`config.mk`:
```
export PLATFORM = sky130hd
export DESIGN_NAME = ifetch
export DESIGN_NICKNAME = d
export VERILOG_FILES = /design/src/rtl/ifetch.sv
export SDC_FILE = /design/constraint.sdc
export NUM_CORES = 1
export LEC_CHECK = 0
export CORE_AREA = 2 2 141 143
export CTS_BUF_LIST = sky130_fd_sc_hd__clkbuf_4 sky130_fd_sc_hd__clkbuf_8
export DETAILED_ROUTE_END_ITERATION = 8
export DIE_AREA = 0 0 143 145
export HOLD_SLACK_MARGIN = 0.06
export PLACE_DENSITY_LB_ADDON = 0.12
export SLEW_MARGIN = 0
export SYNTH_ARGS = -nofsm -noshare
export SYNTH_HDL_FRONTEND = slang
export SYNTH_SLANG_ARGS = --single-unit
```
`constraint.sdc`:
```
create_clock -name clk -period 4.7 [get_ports clk]
set_input_delay 0.705 -clock clk [delete_from_list [all_inputs] [get_ports clk]]
set_output_delay 0.705 -clock clk [all_outputs]
set_load 0.02 [all_outputs]
```
`src/rtl/ifetch.sv`:
```
// Instruction fetch unit: walks the pc, fetches words from memory (or a direct-mapped
// icache when ICACHE_EN is defined) and pushes them to the instruction queue.
module ifetch #(
    parameter logic [31:0] RESET_PC     = 32'h0000_0000,
    parameter int          ICACHE_LINES = 16
) (
    input  logic        clk,
    input  logic        rst,
    input  logic        rdy,
    input  logic        iq_full,
    input  logic        jump_en,
    input  logic [31:0] jump_pc,
    output logic        mem_req,
    output logic [31:0] mem_addr,
    input  logic        mem_done,
    input  logic [31:0] mem_data,
    output logic        inst_rdy,
    output logic [31:0] inst,
    output logic [31:0] pc_out
);

    typedef enum logic {
        IDLE,
        WAIT_MEM
    } state_t;

    state_t      state_q, state_d;
    logic [31:0] pc_q, pc_d;
    logic        discard_q, discard_d;
    logic        mem_req_q, mem_req_d;
    logic [31:0] mem_addr_q, mem_addr_d;
    logic        inst_rdy_q, inst_rdy_d;
    logic [31:0] inst_q, inst_d;
    logic [31:0] pc_out_q, pc_out_d;

    logic        hit;
    logic [31:0] hit_data;
    logic [31:0] jump_tgt;

    assign jump_tgt = jump_pc & 32'hFFFF_FFFC;

`ifdef ICACHE_EN
    localparam int IDX_W = $clog2(ICACHE_LINES);
    localparam int TAG_W = 30 - IDX_W;

    logic [ICACHE_LINES-1:0] valid_q;
    logic [TAG_W-1:0]        tag_mem  [ICACHE_LINES];
    logic [31:0]             data_mem [ICACHE_LINES];
    logic [IDX_W-1:0]        idx;
    logic                    fill_en;

    // pc is unchanged throughout a kept miss, so it indexes both lookup and fill.
    assign idx      = pc_q[IDX_W+1:2];
    assign hit      = valid_q[idx] && (tag_mem[idx] == pc_q[31:IDX_W+2]);
    assign hit_data = data_mem[idx];
    assign fill_en  = rdy && (state_q == WAIT_MEM) && mem_done && !discard_q && !jump_en;

    always_ff @(posedge clk) begin
        if (rst) begin
            valid_q <= '0;
        end else if (fill_en) begin
            valid_q[idx] <= 1'b1;
        end
    end

    always_ff @(posedge clk) begin
        if (!rst && fill_en) begin
            tag_mem[idx]  <= pc_q[31:IDX_W+2];
            data_mem[idx] <= mem_data;
        end
    end
`else
    assign hit      = 1'b0;
    assign hit_data = 32'h0;
`endif

    always_comb begin
        state_d    = state_q;
        pc_d       = pc_q;
        discard_d  = discard_q;
        mem_req_d  = mem_req_q;
        mem_addr_d = mem_addr_q;
        inst_rdy_d = 1'b0;
        inst_d     = inst_q;
        pc_out_d   = pc_out_q;
        case (state_q)
            IDLE: begin
                if (jump_en) begin
                    pc_d = jump_tgt;
                end else if (!iq_full) begin
                    if (hit) begin
                        inst_rdy_d = 1'b1;
                        inst_d     = hit_data;
                        pc_out_d   = pc_q;
                        pc_d       = pc_q + 32'd4;
                    end else begin
                        mem_req_d  = 1'b1;
                        mem_addr_d = pc_q;
                        state_d    = WAIT_MEM;
                    end
                end
            end
            WAIT_MEM: begin
                if (mem_done) begin
                    mem_req_d = 1'b0;
                    discard_d = 1'b0;
                    state_d   = IDLE;
                    if (discard_q || jump_en) begin
                        if (jump_en) begin
                            pc_d = jump_tgt;
                        end
                    end else begin
                        inst_rdy_d = 1'b1;
                        inst_d     = mem_data;
                        pc_out_d   = pc_q;
                        pc_d       = pc_q + 32'd4;
                    end
                end else if (jump_en) begin
                    // The transfer cannot be aborted; remember to drop its data.
                    pc_d      = jump_tgt;
                    discard_d = 1'b1;
                end
            end
        endcase
    end

    always_ff @(posedge clk) begin
        if (rst) begin
            state_q    <= IDLE;
            pc_q       <= RESET_PC;
            discard_q  <= 1'b0;
            mem_req_q  <= 1'b0;
            mem_addr_q <= 32'h0;
            inst_rdy_q <= 1'b0;
            inst_q     <= 32'h0;
            pc_out_q   <= 32'h0;
        end else if (rdy) begin
            state_q    <= state_d;
            pc_q       <= pc_d;
            discard_q  <= discard_d;
            mem_req_q  <= mem_req_d;
            mem_addr_q <= mem_addr_d;
            inst_rdy_q <= inst_rdy_d;
            inst_q     <= inst_d;
            pc_out_q   <= pc_out_d;
        end
    end

    assign mem_req  = mem_req_q;
    assign mem_addr = mem_addr_q;
    assign inst_rdy = inst_rdy_q;
    assign inst     = inst_q;
    assign pc_out   = pc_out_q;

endmodule

```
==> Word level (Yosys, flattened, before mapping) <==
Cells that the tools add are included.
{ "totals": {"register_bits": 132, "inputBits": 70, "output_inout_bits": 98, "elab_cells": 45} }
{ "classes": {"n_addsub": 1, "n_eq_ne": 4, "mux": 23, "bitwise_logic": 3, "n_reduce_logical": 6} }
{ "op_table": {"columns": ["op", "n"], "rows": [
  ["two-way mux 32 bit", 9],
  ["one-hot mux 32 bit (2 select lines)", 1],
  ["adder 32 x 3 -> 32 bit (second input constant)", 1],
  ["AND reduction 4 bit", 3],
  ["two-way mux 1 bit", 10],
  ["inequality test 2 bit (second input constant)", 4],
  ["one-hot mux 1 bit (2 select lines)", 3],
  ["NOT 1 bit", 3],
  ["AND reduction 3 bit", 1],
  ["nonzero test 2 bit", 1],
  ["logical OR 1 bit", 1]
]} }

==> Longest topological paths before layout <==
{ "depth": {"ltp_word": 4, "depth_mapped": 7, "ltp_nobuf": 5} }

==> Least setup slack after synthesis <==
OpenSTA, ideal clock, no wires.
{ "synth_timing": {"kind": "in2reg", "start": "input port jump_en", "end": "register pc_q[28]", "arrival_time_ns": 2.012, "t_required_ns": 4.622, "slack_ns": 2.610, "stages": 5, "path_cell_list": "buf_2 > nand4bb_4 > or4_1 > o31a_1 > nor3_1"} }
{ "synth_between": {"elab_chain_len": 4, "elab_cells_between_ends": 5, "classes_between": "mux: 4; reduce/logical: 1"} }
{ "synth_lines": {"columns": ["element", "line", "text"], "rows": [
  ["start: declaration", "11", "input logic jump_en,"],
  ["two-way mux 32 bit / logical OR 1 bit (equally long branches)", null, null],
  ["two-way mux 32 bit", "108", "if (discard_q || jump_en) begin"],
  ["two-way mux 32 bit", "104", "if (mem_done) begin"],
  ["one-hot mux 32 bit (2 select lines) *", "86", "case (state_q)"],
  ["end signal: assignment", "139", "pc_q <= pc_d;"],
  ["end: declaration", "28", "logic [31:0] pc_q, pc_d;"]
]} }
Mark *: on every way between the ends. The rest lies on a longest branch, timed or not.
A chain may end at the register's enable or synchronous reset.

==> Final worst setup path <==
{ "layout_timing": {"start": "input port jump_en", "end": "register pc_q[11]"} }
The elaborated chain is that of the path after synthesis.

==> impl_results.md <==
* Status: complete, no violations
* Core Rows at 51
* Pre-CTS setup slack at 1270 ps
* Chip width at 143 µm
* Clock transition at path regs at 70 ps
* Cell count after synthesis at 716
* Setup crit end kind: register
* Tot Pwr at 2.27 mW
* Clk_skew at 9.83 ps
* Mapped cell area at 5660 µm²
* Maximum vdd drop at 150 µV
* DR vias at 5624
* Switch Pwr at 548 µW
* Area share of the largest cell type after synthesis at 0.467
* Post-synth cell types at 59
* Num CTS Buffers at 17
* Leakage power at 2.45 nW
* Reg power frac at 0.517
* Worst setup path category: in2reg
* Crit-path max FO at 58
* Layout Utilization at 0.407
* Drt initial violations at 262
* Final Cycle Share at 0.629
* Most common library cell in the layout ignoring fill and taps: nand2_1
* Int Power at 1.73 mW
* Clock power share at 0.403
* Layout cells sized above 1 at 0.0689
* DPL Wire Length at 12.3 mm
* Initial Util at 0.295
* Fin cells at 1121
* Die Area at 20700 µm²
* Cells taking the most area after synthesis: dfxtp_1 47%, nand2_1 15%, a21oi_1 9.5%
* Die height at 145 µm
* Overall routing resource usage at 0.177
* Worst skew pair latency at 440 ps
* Uppermost routed layer: met4
* Worst reg-to-reg path cell count at 5
* Nets at 916
* Reg2reg start: state_q
* Ys flop type: dfxtp_1
* Synth warnings at 0
* Fmax at 338 MHz
* Worst-Margin Slew at 906 ps
* Switching Share at 0.241
* Post-synthesis sequential area ratio at 0.467
* Count of pins over their slew limit at 0
* DRC viols at 0
* First-pass GRT wire length at 29.1 mm
* Largest net degree at the start of global routing at 88
* Synth Register Bits at 132
* Placed cell count at 1091
* Vias in the first global route at 5486
* Met3 Wirelength at 1.35 mm
* Synth area leader: dfxtp_1
* Final ANT Viol Nets at 0
* Worst hold start: pc_out[19]
* GP Congestion at 0.844
* # diodes at 0
* # setup viols final at 0
* Most frequent cells in the layout: 222 x nand2_1, 164 x clkdlybuf4s50_1, 132 x dfxtp_1
* Critical path origin: jump_en
* Number of I/O port buffers at 165
* Hold EP: pc_out[19]
* Reg-to-Reg End: pc_q[11]
* Met1 WL at 7.92 mm
* Multi-input logic area at 2700 µm²
* PD cells at 291 nW/µm²
* # resized after CTS at 0
* WHS Path Cells at 2
* P&R area growth vs syn at 38.0%
* Setup tns final at 0 ps
* First-pass iteration count of the detailed router at 4
* Tightest Hold Check Type: reg2reg
* Syn Nets at 787
* Final Critical Period at 2960 ps
* Max cap viols at 0
* Number of clock sinks at 132
* Initial antenna violation count at 0
* CP required at 5050 ps
* Dpl cell area at 7440 µm²
* Clk root buf: clkbuf_8
* Fillers at 1937
* Slew HR at 0.396
* Wirelength, routed at 18.1 mm
* Reg area at 2640 µm²
* H-tree depth at 4
* RSZ-0062 raised after global routing: no
* Final Worst Setup Slack at 1740 ps
* CTS tree: built
* Worst EP arrival at 3310 ps
* Met2 Routed Length at 8.58 mm
* WHS at 454 ps
* GRT Residual Overflow at 0
* Setup bufs post-CTS at 0
* CTS Buffer Depth at 2
* Final Hold Viols at 0
* Post-route cell area at 7810 µm²
* I/O pins at 168
* CTS Hold Bufs at 0
* Routed WL per cell at 16.2 µm
* DR vias/cell at 5.02
* Core ar. at 19200 µm²
* Combinational share of power at 0.080
* Number of synthesized flops with an enable pin at 0
* Async set or reset register ratio after synthesis at 0
* Syn_area_per_cell at 7.91 µm²
* CP Launch Type: primary input
* Flop2flop setup slack at 2330 ps
critical path, stage by stage:
cell,delay (ps)
clkdlybuf4s50_1,740
and4bb_2,430
nand2_2,360
buf_4,620
o21ai_0,210
a211oi_1,240
synthesized netlist by cell type, types with 4 or more instances:
cell,instances
clkbuf_1,42
or4_1,10
nor4_1,11
buf_2,11
dfxtp_1,132
o211ai_1,5
a22oi_1,4
nand4_1,9
nand4_2,4
a31oi_1,10
or3_1,7
buf_4,6
and4_1,4
nor2_1,9
nor3_1,11
nand2_1,223
a21oi_1,107
o311ai_0,6
o21ai_0,12
inv_1,8
and3_1,4
a211oi_1,5
nand3_1,23
cell families after synthesis:
family / Yosys count / synth area share
AO/OA/AOI/OAI: 176 / 0.188
adder cells (fa/ha/maj): 1 / 0.00221
buffers and inverters: 73 / 0.0597
flip-flops: 132 / 0.467
multiplexers: 4 / 0.00752
AND/OR/NAND/NOR: 330 / 0.276
worst max-delay path by stage:
stage	endpoint	slack, ps
floorplan	pc_q[28]	2610
finish	pc_q[11]	1740
detailed placement	pc_q[11]	1270
global placement	pc_q[11]	1320
global route	pc_q[11]	1570
CTS	pc_q[11]	1740
per-layer routing:
layer | GRT usage | vias to the layer above
li1 | - | 2772
met1 | 0.224 | 2661
met2 | 0.285 | 170
met3 | 0.0528 | 21
met4 | 0.0634 | 0
met5 | 0 | -
area by class of cell:
type,instances,share of cell area
clock buffers,26,0.0418
clock inverters,4,0.00609
inverters,9,0.00433
multi-input cells,511,0.346
flip-flops and latches,132,0.338
well taps,265,0.0425
repair buffers,174,0.221
power groups by stage:
stage,Clock (mW),Combinational [mW],Sequential (mW)
3_3_place_gp,0,0.181,1.20
2_1_floorplan,0,0.0962,1.19
4_1_cts,0.952,0.184,1.17
5_1_grt,1.00,0.199,1.18
6_report,0.917,0.183,1.18
3_5_place_dp,0,0.183,1.20
flip-flops by register name (all words and copies together), names as in the netlist:
name       count
discard_q      1
inst          32
inst_rdy       1
mem_addr      32
mem_req        1
pc_out        32
pc_q          32
state_q        1
(Power assumes the default switching activity.)
